## src/rtl/pea_pool_if.sv

```systemverilog
// Bus bundle between pea_pool and the logic around it.
// The master side is the game logic: it spawns peas, reports kills, ticks frames and scans pixels.
// The slave side is the pea pool itself.
interface pea_pool_if #(
    parameter int NUM_PEAS = 20,
    parameter int IDX_W    = 5
);
    // Frame and spawn control
    logic                frame_tick;
    logic                spawn_valid;
    logic                spawn_ready;
    logic [9:0]          spawn_x;
    logic [9:0]          spawn_y;
    logic                spawn_type;

    // Collision reports
    logic                kill_valid;
    logic [IDX_W-1:0]    kill_idx;

    // Pixel scan and draw outputs
    logic [9:0]          DrawX;
    logic [9:0]          DrawY;
    logic                pea_on;
    logic [23:0]         RGB_pea;
    logic [IDX_W-1:0]    pea_idx;

    // Pool status
    logic [NUM_PEAS-1:0] active_mask;
    logic [5:0]          active_count;

    modport master (
        output frame_tick, spawn_valid, spawn_x, spawn_y, spawn_type,
        output kill_valid, kill_idx, DrawX, DrawY,
        input  spawn_ready, pea_on, RGB_pea, pea_idx, active_mask, active_count
    );

    modport slave (
        input  frame_tick, spawn_valid, spawn_x, spawn_y, spawn_type,
        input  kill_valid, kill_idx, DrawX, DrawY,
        output spawn_ready, pea_on, RGB_pea, pea_idx, active_mask, active_count
    );
endinterface

```

## src/rtl/pea_pool.sv

```systemverilog
// Projectile pool: owns NUM_PEAS pea slots, allocates them on spawn,
// moves them right on each frame tick, retires them off-lawn or on kill,
// and produces a registered per-pixel pea colour for the colour mapper.
module pea_pool #(
    parameter int          NUM_PEAS     = 20,
    parameter int          IDX_W        = 5,
    parameter int          PEA_SIZE     = 8,
    parameter int          STEP         = 4,
    parameter int          X_LIMIT      = 639,
    parameter logic [23:0] COLOR_NORMAL = 24'hF0BC3C,
    parameter logic [23:0] COLOR_FROZEN = 24'h3CBCF0,
    parameter logic [23:0] COLOR_BG     = 24'h800080
) (
    input  logic        MAX10_CLK1_50,
    input  logic        Reset,
    pea_pool_if.slave   bus
);

    // Geometry constants widened to 11 bits so x + size / x + step never wrap.
    localparam logic [10:0] STEP_W  = 11'(STEP);
    localparam logic [10:0] SIZE_W  = 11'(PEA_SIZE);
    localparam logic [10:0] LIMIT_W = 11'(X_LIMIT);

    function automatic logic [23:0] pea_color(input logic frozen);
        return frozen ? COLOR_FROZEN : COLOR_NORMAL;
    endfunction

    function automatic logic [5:0] popcount(input logic [NUM_PEAS-1:0] v);
        logic [5:0] n;
        n = '0;
        for (int i = 0; i < NUM_PEAS; i++) begin
            n = n + {5'b0, v[i]};
        end
        return n;
    endfunction

    // Slot state
    logic [NUM_PEAS-1:0] act_q;
    logic [NUM_PEAS-1:0] type_q;
    logic [9:0]          x_q [NUM_PEAS];
    logic [9:0]          y_q [NUM_PEAS];

    // Next slot state
    logic [NUM_PEAS-1:0] act_d;
    logic [NUM_PEAS-1:0] type_d;
    logic [9:0]          x_d [NUM_PEAS];
    logic [9:0]          y_d [NUM_PEAS];

    logic [NUM_PEAS-1:0] free_oh;
    logic [NUM_PEAS-1:0] kill_oh;
    logic                spawn_fire;
    logic [5:0]          count_p1;

    // Pixel path
    logic [NUM_PEAS-1:0] hit;
    logic                pix_on;
    logic [IDX_W-1:0]    pix_idx;
    logic [23:0]         pix_rgb;
    logic                pea_on_p1;
    logic [IDX_W-1:0]    pea_idx_p1;
    logic [23:0]         rgb_p1;

    assign bus.spawn_ready = ~&act_q;
    assign spawn_fire      = bus.spawn_valid && bus.spawn_ready;

    // Pick the lowest inactive slot as the spawn target (one-hot).
    always_comb begin : free_pick
        logic found;
        found   = 1'b0;
        free_oh = '0;
        for (int i = 0; i < NUM_PEAS; i++) begin
            if (!act_q[i] && !found) begin
                free_oh[i] = 1'b1;
                found      = 1'b1;
            end
        end
    end

    // Decode the kill request; out-of-range or inactive targets select nothing.
    always_comb begin
        kill_oh = '0;
        for (int i = 0; i < NUM_PEAS; i++) begin
            kill_oh[i] = bus.kill_valid && (bus.kill_idx == IDX_W'(i)) && act_q[i];
        end
    end

    // Per-slot next state: spawn loads an idle slot, kill beats move, move may retire.
    always_comb begin : slot_next
        logic [10:0] nx;
        nx     = '0;
        act_d  = act_q;
        type_d = type_q;
        for (int i = 0; i < NUM_PEAS; i++) begin
            x_d[i] = x_q[i];
            y_d[i] = y_q[i];
            nx     = {1'b0, x_q[i]} + STEP_W;
            if (spawn_fire && free_oh[i]) begin
                act_d[i]  = 1'b1;
                x_d[i]    = bus.spawn_x;
                y_d[i]    = bus.spawn_y;
                type_d[i] = bus.spawn_type;
            end else if (kill_oh[i]) begin
                act_d[i] = 1'b0;
            end else if (act_q[i] && bus.frame_tick) begin
                if (nx > LIMIT_W) begin
                    act_d[i] = 1'b0;
                end else begin
                    x_d[i] = nx[9:0];
                end
            end
        end
    end

    // Slot state and population count registers.
    always_ff @(posedge MAX10_CLK1_50) begin
        if (Reset) begin
            act_q    <= '0;
            type_q   <= '0;
            count_p1 <= '0;
            for (int i = 0; i < NUM_PEAS; i++) begin
                x_q[i] <= '0;
                y_q[i] <= '0;
            end
        end else begin
            act_q    <= act_d;
            type_q   <= type_d;
            count_p1 <= popcount(act_d);
            for (int i = 0; i < NUM_PEAS; i++) begin
                x_q[i] <= x_d[i];
                y_q[i] <= y_d[i];
            end
        end
    end

    // Pixel coverage test against pre-update slot state; lowest covering slot wins.
    always_comb begin : pixel_pick
        logic        found;
        logic [10:0] dx;
        logic [10:0] dy;
        dx      = {1'b0, bus.DrawX};
        dy      = {1'b0, bus.DrawY};
        found   = 1'b0;
        hit     = '0;
        pix_idx = '0;
        pix_rgb = COLOR_BG;
        for (int i = 0; i < NUM_PEAS; i++) begin
            hit[i] = act_q[i]
                  && ({1'b0, x_q[i]} <= dx) && (dx < {1'b0, x_q[i]} + SIZE_W)
                  && ({1'b0, y_q[i]} <= dy) && (dy < {1'b0, y_q[i]} + SIZE_W);
            if (hit[i] && !found) begin
                found   = 1'b1;
                pix_idx = IDX_W'(i);
                pix_rgb = pea_color(type_q[i]);
            end
        end
        pix_on = |hit;
    end

    // ---- pixel stage p1: registered draw outputs ----
    always_ff @(posedge MAX10_CLK1_50) begin
        if (Reset) begin
            pea_on_p1  <= 1'b0;
            pea_idx_p1 <= '0;
            rgb_p1     <= COLOR_BG;
        end else begin
            pea_on_p1  <= pix_on;
            pea_idx_p1 <= pix_idx;
            rgb_p1     <= pix_rgb;
        end
    end

    assign bus.pea_on       = pea_on_p1;
    assign bus.pea_idx      = pea_idx_p1;
    assign bus.RGB_pea      = rgb_p1;
    assign bus.active_mask  = act_q;
    assign bus.active_count = count_p1;

endmodule

```

## src/flat_wrapper.sv

```systemverilog
// flat-port wrapper written by rule: the top's interface ports become plain ports
module pea_pool_flat 
#(
    parameter int          NUM_PEAS     = 20,
    parameter int          IDX_W        = 5,
    parameter int          PEA_SIZE     = 8,
    parameter int          STEP         = 4,
    parameter int          X_LIMIT      = 639,
    parameter logic [23:0] COLOR_NORMAL = 24'hF0BC3C,
    parameter logic [23:0] COLOR_FROZEN = 24'h3CBCF0,
    parameter logic [23:0] COLOR_BG     = 24'h800080
)
  (MAX10_CLK1_50, Reset, bus_frame_tick, bus_spawn_valid, bus_spawn_x, bus_spawn_y, bus_spawn_type, bus_kill_valid, bus_kill_idx, bus_DrawX, bus_DrawY, bus_spawn_ready, bus_pea_on, bus_RGB_pea, bus_pea_idx, bus_active_mask, bus_active_count);
  pea_pool_if #(.NUM_PEAS(NUM_PEAS), .IDX_W(IDX_W)) bus_i ();
  input  logic MAX10_CLK1_50;
  input  logic Reset;
  input wire logic [$bits(bus_i.frame_tick)-1:0] bus_frame_tick;
  input wire logic [$bits(bus_i.spawn_valid)-1:0] bus_spawn_valid;
  input wire logic [$bits(bus_i.spawn_x)-1:0] bus_spawn_x;
  input wire logic [$bits(bus_i.spawn_y)-1:0] bus_spawn_y;
  input wire logic [$bits(bus_i.spawn_type)-1:0] bus_spawn_type;
  input wire logic [$bits(bus_i.kill_valid)-1:0] bus_kill_valid;
  input wire logic [$bits(bus_i.kill_idx)-1:0] bus_kill_idx;
  input wire logic [$bits(bus_i.DrawX)-1:0] bus_DrawX;
  input wire logic [$bits(bus_i.DrawY)-1:0] bus_DrawY;
  output wire logic [$bits(bus_i.spawn_ready)-1:0] bus_spawn_ready;
  output wire logic [$bits(bus_i.pea_on)-1:0] bus_pea_on;
  output wire logic [$bits(bus_i.RGB_pea)-1:0] bus_RGB_pea;
  output wire logic [$bits(bus_i.pea_idx)-1:0] bus_pea_idx;
  output wire logic [$bits(bus_i.active_mask)-1:0] bus_active_mask;
  output wire logic [$bits(bus_i.active_count)-1:0] bus_active_count;
  assign bus_i.frame_tick = bus_frame_tick;
  assign bus_i.spawn_valid = bus_spawn_valid;
  assign bus_i.spawn_x = bus_spawn_x;
  assign bus_i.spawn_y = bus_spawn_y;
  assign bus_i.spawn_type = bus_spawn_type;
  assign bus_i.kill_valid = bus_kill_valid;
  assign bus_i.kill_idx = bus_kill_idx;
  assign bus_i.DrawX = bus_DrawX;
  assign bus_i.DrawY = bus_DrawY;
  assign bus_spawn_ready = bus_i.spawn_ready;
  assign bus_pea_on = bus_i.pea_on;
  assign bus_RGB_pea = bus_i.RGB_pea;
  assign bus_pea_idx = bus_i.pea_idx;
  assign bus_active_mask = bus_i.active_mask;
  assign bus_active_count = bus_i.active_count;
  pea_pool #(.NUM_PEAS(NUM_PEAS), .IDX_W(IDX_W), .PEA_SIZE(PEA_SIZE), .STEP(STEP), .X_LIMIT(X_LIMIT), .COLOR_NORMAL(COLOR_NORMAL), .COLOR_FROZEN(COLOR_FROZEN), .COLOR_BG(COLOR_BG)) u_core (.MAX10_CLK1_50(MAX10_CLK1_50), .Reset(Reset), .bus(bus_i));
endmodule
```

## config.mk

```make
export PLATFORM = sky130hd
export DESIGN_NAME = pea_pool_flat
export DESIGN_NICKNAME = d
export VERILOG_FILES = /design/src/rtl/pea_pool_if.sv /design/src/rtl/pea_pool.sv /design/src/flat_wrapper.sv
export SDC_FILE = /design/constraint.sdc
export NUM_CORES = 2
export LEC_CHECK = 0
export BUFFER_PORTS_ARGS = -buffer_cell sky130_fd_sc_hd__buf_2
export CORE_AREA = 5 5 328 234
export DETAILED_ROUTE_END_ITERATION = 12
export DIE_AREA = 0 0 333 239
export GPL_TIMING_DRIVEN = 0
export HOLD_SLACK_MARGIN = 0.02
export PLACE_DENSITY = 0.77
export SLEW_MARGIN = 20
export SYNTH_ARGS = -nofsm -noshare
export SYNTH_HDL_FRONTEND = slang
export SYNTH_SLANG_ARGS = --single-unit
```

## constraint.sdc

```tcl
create_clock -name MAX10_CLK1_50 -period 14.4 [get_ports MAX10_CLK1_50]
set_input_delay 1.44 -clock MAX10_CLK1_50 [delete_from_list [all_inputs] [get_ports MAX10_CLK1_50]]
set_output_delay 1.44 -clock MAX10_CLK1_50 [all_outputs]
set_load 0.005 [all_outputs]
```

### Word-level counts from Yosys, hierarchy flattened

Memories as Yosys holds them, arrays and structs flattened.
Cells that the tools add are included.

| word-level totals | value |
|---|---|
| register bits after elaboration | 76 |
| memory bits (writable) | 400 |
| input bits | 51 |
| output and inout port bits | 57 |
| memories | 2 |

| operators by class | value |
|---|---|
| add/sub/neg operators | 79 |
| order comparisons | 100 |
| equality and inequality tests | 19 |
| muxes and demuxes | 339 |
| bitwise operators | 40 |
| reductions and logical operators | 260 |

Memory list:

| memory | words | width | rd ports | clocked after Yosys merged registers in | wr ports | RTL line | RTL |
|---|---|---|---|---|---|---|---|
| u_core.x_q | 20 | 10 | 20 | 0 | 20 | pea_pool.sv:40 | `logic [9:0] x_q [NUM_PEAS];` |
| u_core.y_q | 20 | 10 | 20 | 0 | 20 | pea_pool.sv:41 | `logic [9:0] y_q [NUM_PEAS];` |

Operators by type and width:

| operator | number |
|---|---|
| $mux W10 | 140 |
| $mux W24 | 40 |
| $add A10 B4 Y11 const B | 40 |
| $lt A10 B11 Y1 | 40 |
| $le A10 B10 Y1 | 40 |
| $add A10 B3 Y11 const B | 20 |
| $gt A11 B10 Y1 const B | 20 |
| $logic_and A1 B1 Y1 | 199 |
| $mux W1 | 141 |
| $add A6 B1 Y6 | 18 |
| $logic_not A1 Y1 | 57 |
| $eq A5 B4 Y1 const B | 8 |
| $or A1 B1 Y1 | 40 |
| $mux W4 | 8 |
| $eq A5 B3 Y1 const B | 4 |
| $eq A5 B5 Y1 const B | 4 |
| $mux W5 | 4 |
| $reduce_and A20 Y1 | 1 |
| $reduce_or A20 Y1 | 1 |
| $mux W3 | 4 |
| $eq A5 B2 Y1 const B | 2 |
| $eq A5 B1 Y1 const B | 1 |
| $logic_not A5 Y1 | 1 |
| $reduce_or A5 Y1 | 1 |
| 2 further kinds | 3 |

### Logic depth before layout (Yosys ltp)

An unclocked memory read counts as a cell.

| depth | value |
|---|---|
| word-level depth | 64 |
| gate-level depth with buffers | 24 |
| gate-level depth less buffers | 24 |

### Least setup slack after synthesis

OpenSTA, ideal clock, no wires.

| path | value |
|---|---|
| path kind | input-to-reg |
| start point | input port bus_kill_valid |
| end point | register u_core.count_p1[4] (netlist: u_core.bus.active_count[4]) |
| setup time | 0.128 ns |
| arrival | 6.596 ns |
| required time | 14.272 ns |
| slack | 7.676 ns |
| cell stages on the path | 18 |
| cells stage by stage | nor2b_1 nor3b_1 a21boi_0 o21a_1 or2_2 ha_1 inv_1 fa_1 fa_1 fa_1 inv_1 fa_1 fa_1 fa_1 fa_1 a21o_1 a21oi_1 nor2_1 |

| between the ends | value |
|---|---|
| cells in the longest elaborated chain, start to end | 23 |

RTL lines:

| element | RTL line | RTL |
|---|---|---|
| start, declared | flat_wrapper.sv:22 | `input wire logic [$bits(bus_i.kill_valid)-1:0] bus_kill_valid;` |
| $logic_and A1 B1 Y1 (2 in series) | pea_pool.sv:83 | `kill_oh[i] = bus.kill_valid && (bus.kill_idx == IDX_W'(i)) && act_q[i];` |
| $mux W1 | pea_pool.sv:102 | `end else if (kill_oh[i]) begin` |
| $mux W1 | pea_pool.sv:97 | `if (spawn_fire && free_oh[i]) begin` |
| net u_core.act_d[0] | pea_pool.sv:44 | `logic [NUM_PEAS-1:0] act_d;` |
| $add A1 B1 Y2 | pea_pool.sv:32 | `n = n + {5'b0, v[i]};` |
| $add A6 B1 Y6 (18 in series) | pea_pool.sv:32 |  |
| end signal, assigned | pea_pool.sv:127 | `count_p1 <= popcount(act_d);` |
| end, declared | pea_pool.sv:52 | `logic [5:0] count_p1;` |

The timed path passes the listed nets, and every way through them passes these cells.
A chain may end at the register's enable or synchronous reset.

### Final worst setup path

| path | value |
|---|---|
| start point | register u_core.act_q[7] (netlist: u_core.bus.active_mask[7]) |
| end point | register u_core.count_p1[4] (netlist: u_core.bus.active_count[4]) |

RTL lines:

| element | RTL line | RTL |
|---|---|---|
| start, declared | pea_pool.sv:38 | `logic [NUM_PEAS-1:0] act_q;` |
| start signal, assigned | pea_pool.sv:125 | `act_q <= act_d;` |
| $reduce_and A20 Y1 | pea_pool.sv:63 | `assign bus.spawn_ready = ~&act_q;` |
| $logic_not A1 Y1 | pea_pool.sv:63 |  |
| $logic_and A1 B1 Y1 | pea_pool.sv:64 | `assign spawn_fire = bus.spawn_valid && bus.spawn_ready;` |
| $logic_and A1 B1 Y1 | pea_pool.sv:97 |  |
| $mux W1 | pea_pool.sv:97 |  |
| net u_core.act_d[6] | pea_pool.sv:44 |  |
| $add A6 B1 Y6 (14 in series) | pea_pool.sv:32 |  |

The timed path passes the listed nets, and every way through them passes these cells.

==> results.toml <==
[yosys]
ys_seq_area_share_pct = 21.0
synth_edf_count = 0
avgSynthCellArea_um2 = 7.90
synth.distinct_cells = 103
netlist_area_um2 = 43500
async_reset_ff_share_pct = 0
ys.flop_type = "dfxtp_1"
yosysWarnings = 0
synth_top_area_share_pct = 25.5
yosys-top-cells-area = "ha_1, dfxtp_1, nand2_1"
ys_ff_latch = 456
syn_inst = 5508
synth_area_leader_cell = "ha_1"

[worst_setup_path]
cp-endpoint = "u_core.bus.active_count[4]"
ff2ff_setup_slack_ps = 5780
reg2reg_to = "u_core.bus.active_count[4]"
crit_type = "flop to flop"
path_buf_inv = 4
crit_cells = 21
crit_start = "u_core.bus.active_mask[7]"
startpoint_type = "flop"
cpMostUsedCell = "fa_1"
crit_chain = "clkbuf_1, nand4_1, nor4_1, nand4_1, nand2_1, or3_1, nand2b_1, clkbuf_1, o21ai_0, fa_1, inv_1, fa_1, fa_1, inv_1, fa_1, fa_1, fa_1, fa_1, a21o_1, a21oi_1, nor2_1"
cp.required_ps = 14860
critPathMaxFanout = 10
slowest_stage = "fa_1"
max_stage_delay_ps = 650
r2r_start = "u_core.bus.active_mask[7]"
arrival_ps = 9080
crit_family = "adder cells"
end_kind = "flop"
r2r_cells = 21

[routing]
routed-via-count = 44200
routedWlPerCell_um = 25.3
drt_first_pass_iters = 6
ant_nets = 0
post-route-drc-count = 0
routed_via_density = 6.60
drt-total-wl_um = 169000
dr.first_iter.drc_count = 6020

[power]
p_leak_nw = 19.1
internal-power_w = 0.00234
combPwrFrac_pct = 15.7
pwr-share-seq_pct = 38.5
peakVddDrop_uv = 80.4
power_frac_clock_pct = 45.7
swShare_pct = 29.8
switchingPower_w = 0.000996
power.density_nw_per_um2 = 70.5

[timing]
drv_slew = 0
finalHoldViolations = 0
rsz0062_at_grt = "false"
finClkSkew_ps = 20.1
tns_ps = 0
tightest_slew_ps = 1290
post-route-min-period_ps = 8620
finalCritPeriodShare_pct = 59.9
finalSetupViolations = 0
max_freq_ghz = 0.116
max_slew_margin_pct = 14.1

[floorplan]
top_level_ports = 108
dieArea_um2 = 79600
die_h_um = 239
floorplan.initialDensity_pct = 59.0
coreArea_um2 = 73800
die_x_um = 333
num_rows = 84

[clock_tree]
root_buffer = "clkbuf_16"
postCtsResizedCells = 0
clk_pin_slew_ps = 60
cts_buffers = 50
insertion_delay_ps = 630
clk_path_buf_depth = 3
cts_tree = "built"
post_cts_buffers = 0
ctsHoldBuffers = 0
cts.sinks = 456
htreeDepth = 2

[global_routing]
gr-total-overflow = 0
grt_pass1_wl_um = 249000
grt_util_all_layers_pct = 40.5
grt_max_degree = 22
antenna_found_initial = 6
grt_pass1_vias = 40500

[layout]
nFillCells = 6536
fin_nets = 6609
layout-drive-gt1-share_pct = 5.20
stdcell_area_um2 = 47300
syn_to_final_growth_pct = 8.86

[place]
gp_congestion = 1.04
place_area_um2 = 45400
portBuffers = 77
dp_hpwl_um = 121000

[min_path]
hp-class = "flop to flop"
whs_path_depth = 2

[run]
cap_violations = 0

[status]
run_status = "complete, no violations"
## worst reg2reg max path: stages (launching register included)
cell and delay, ps:
dfxtp_1 360, clkbuf_1 640, nand4_1 290, nor4_1 570, nand4_1 340, nand2_1 550, or3_1 390, nand2b_1 170
clkbuf_1 530, o21ai_0 500, fa_1 650, inv_1 50, fa_1 470, fa_1 550, inv_1 60, fa_1 520
fa_1 530, fa_1 480, fa_1 420, a21o_1 180, a21oi_1 140, nor2_1 70
## sequential cells by signal (all words and copies together) (netlist names)
name                     count
u_core.bus.RGB_pea           5
u_core.bus.active_count      5
u_core.bus.active_mask      20
u_core.bus.pea_idx           5
u_core.bus.pea_on            1
u_core.type_q               20
u_core.x_q                 200
u_core.y_q                 200
## worst min-delay path by stage
stage / from / end / slack [ps]
global route: u_core.type_q[5] / u_core.type_q[5] / 470
CTS: u_core.type_q[8] / u_core.type_q[8] / 450
global placement: u_core.type_q[5] / u_core.type_q[5] / 440
floorplan: u_core.type_q[12] / u_core.type_q[12] / 430
detailed placement: u_core.type_q[5] / u_core.type_q[5] / 440
finish: u_core.type_q[8] / u_core.type_q[8] / 460
## synthesized netlist by cell type (all sizes together) (13+ instances only)
cell type  instances
ha               888
nand2            771
a21oi            477
dfxtp            456
nor2             360
inv              268
clkbuf           242
nand3            237
xor2             228
a211oi           184
o21ai            156
nand4            129
xnor2            127
nor3              86
and3              78
nand2b            61
o211ai            52
a21o              49
o21a              48
nor2b             42
nor4              41
buf               35
or3               35
a211o             33
and2              26
a2111oi           25
and4              25
o22ai             22
a31oi             21
mux2i             20
o31ai             20
or2               17
o21bai            15
o221ai            15
nor3b             14
o2111ai           14
a311oi            13
fa                13
nand3b            13
## logic make-up after synthesis
logic type	share of synthesized area, %
XOR/XNOR	7.15
AO/OA/AOI/OAI	18.9
flip-flops	21.0
adder cells (fa/ha/maj)	26.1
buffers and inverters	4.97
AND/OR/NAND/NOR	21.4
other	0.00862
multiplexers	0.460
## per-stage QoR
stage | instances | worst slack, ps | utilization (%) | hold WS [ps] | power, W
after global placement | 6581 | 6050 | 61.2 | 438 | 0.00178
final | 6691 | 5780 | 64.2 | 460 | 0.00334
after global routing | 6686 | 5760 | 64.2 | 468 | 0.00340
after detailed placement | 6594 | 6020 | 61.6 | 443 | 0.00181
after floorplan | 5515 | 7680 | - | 431 | 0.00159
after CTS | 6686 | 6140 | 64.1 | 453 | 0.00330
## routing by layer
layer	wire length (µm)	part of all wire (%)	global-route usage, %
met1	67500	40	54.3
met5	61	0.036	0
met3	24200	14	13.1
met2	66400	39	57.9
met4	11100	6.6	21.5
## cell usage in the layout, fill, tap and decap left out, types with 20 or more instances in the layout
| cell type | count |
|---|---|
| clkbuf_1 | 238 |
| inv_1 | 248 |
| buf_4 | 21 |
| a21oi_1 | 476 |
| o211ai_1 | 52 |
| a2111oi_0 | 21 |
| nor3_1 | 80 |
| nand3_1 | 236 |
| nand2b_1 | 61 |
| buf_2 | 87 |
| a211oi_1 | 183 |
| o31ai_1 | 20 |
| and4_1 | 24 |
| o21ai_0 | 154 |
| xnor2_1 | 127 |
| dfxtp_1 | 456 |
| mux2i_1 | 20 |
| nand4_1 | 129 |
| a211o_1 | 33 |
| a21o_1 | 48 |
| inv_2 | 20 |
| nand2_1 | 771 |
| and3_1 | 75 |
| or3_1 | 34 |
| ha_1 | 888 |
| a31oi_1 | 21 |
| nor2_1 | 360 |
| and2_1 | 25 |
| nor2b_1 | 42 |
| nor4_1 | 37 |
| xor2_1 | 228 |
| clkbuf_16 | 53 |
| o22ai_1 | 22 |
| o21a_1 | 48 |
## area by class of cell
cell class / count / area [µm²] / area share [%]
sequential: 456 / 9130 / 19.3
clock buffer: 66 / 1510 / 3.18
antenna: 5 / 12.5 / 0.0264
inverter: 269 / 1010 / 2.13
timing repair buffer: 90 / 661 / 1.40
multi-input combinational: 4511 / 32200 / 68.1
tap: 989 / 1240 / 2.61
buffer: 279 / 1160 / 2.44
clock inverter: 26 / 397 / 0.838
## power by group through the flow
stage	sequential [W]	combinational, W	clock (W)
floorplan	0.00131	0.000276	0
global placement	0.00131	0.000470	0
detailed placement	0.00131	0.000495	0
CTS	0.00129	0.000498	0.00151
global route	0.00129	0.000554	0.00156
finish	0.00129	0.000524	0.00153
Note: power is estimated with default switching activity, not from simulation.
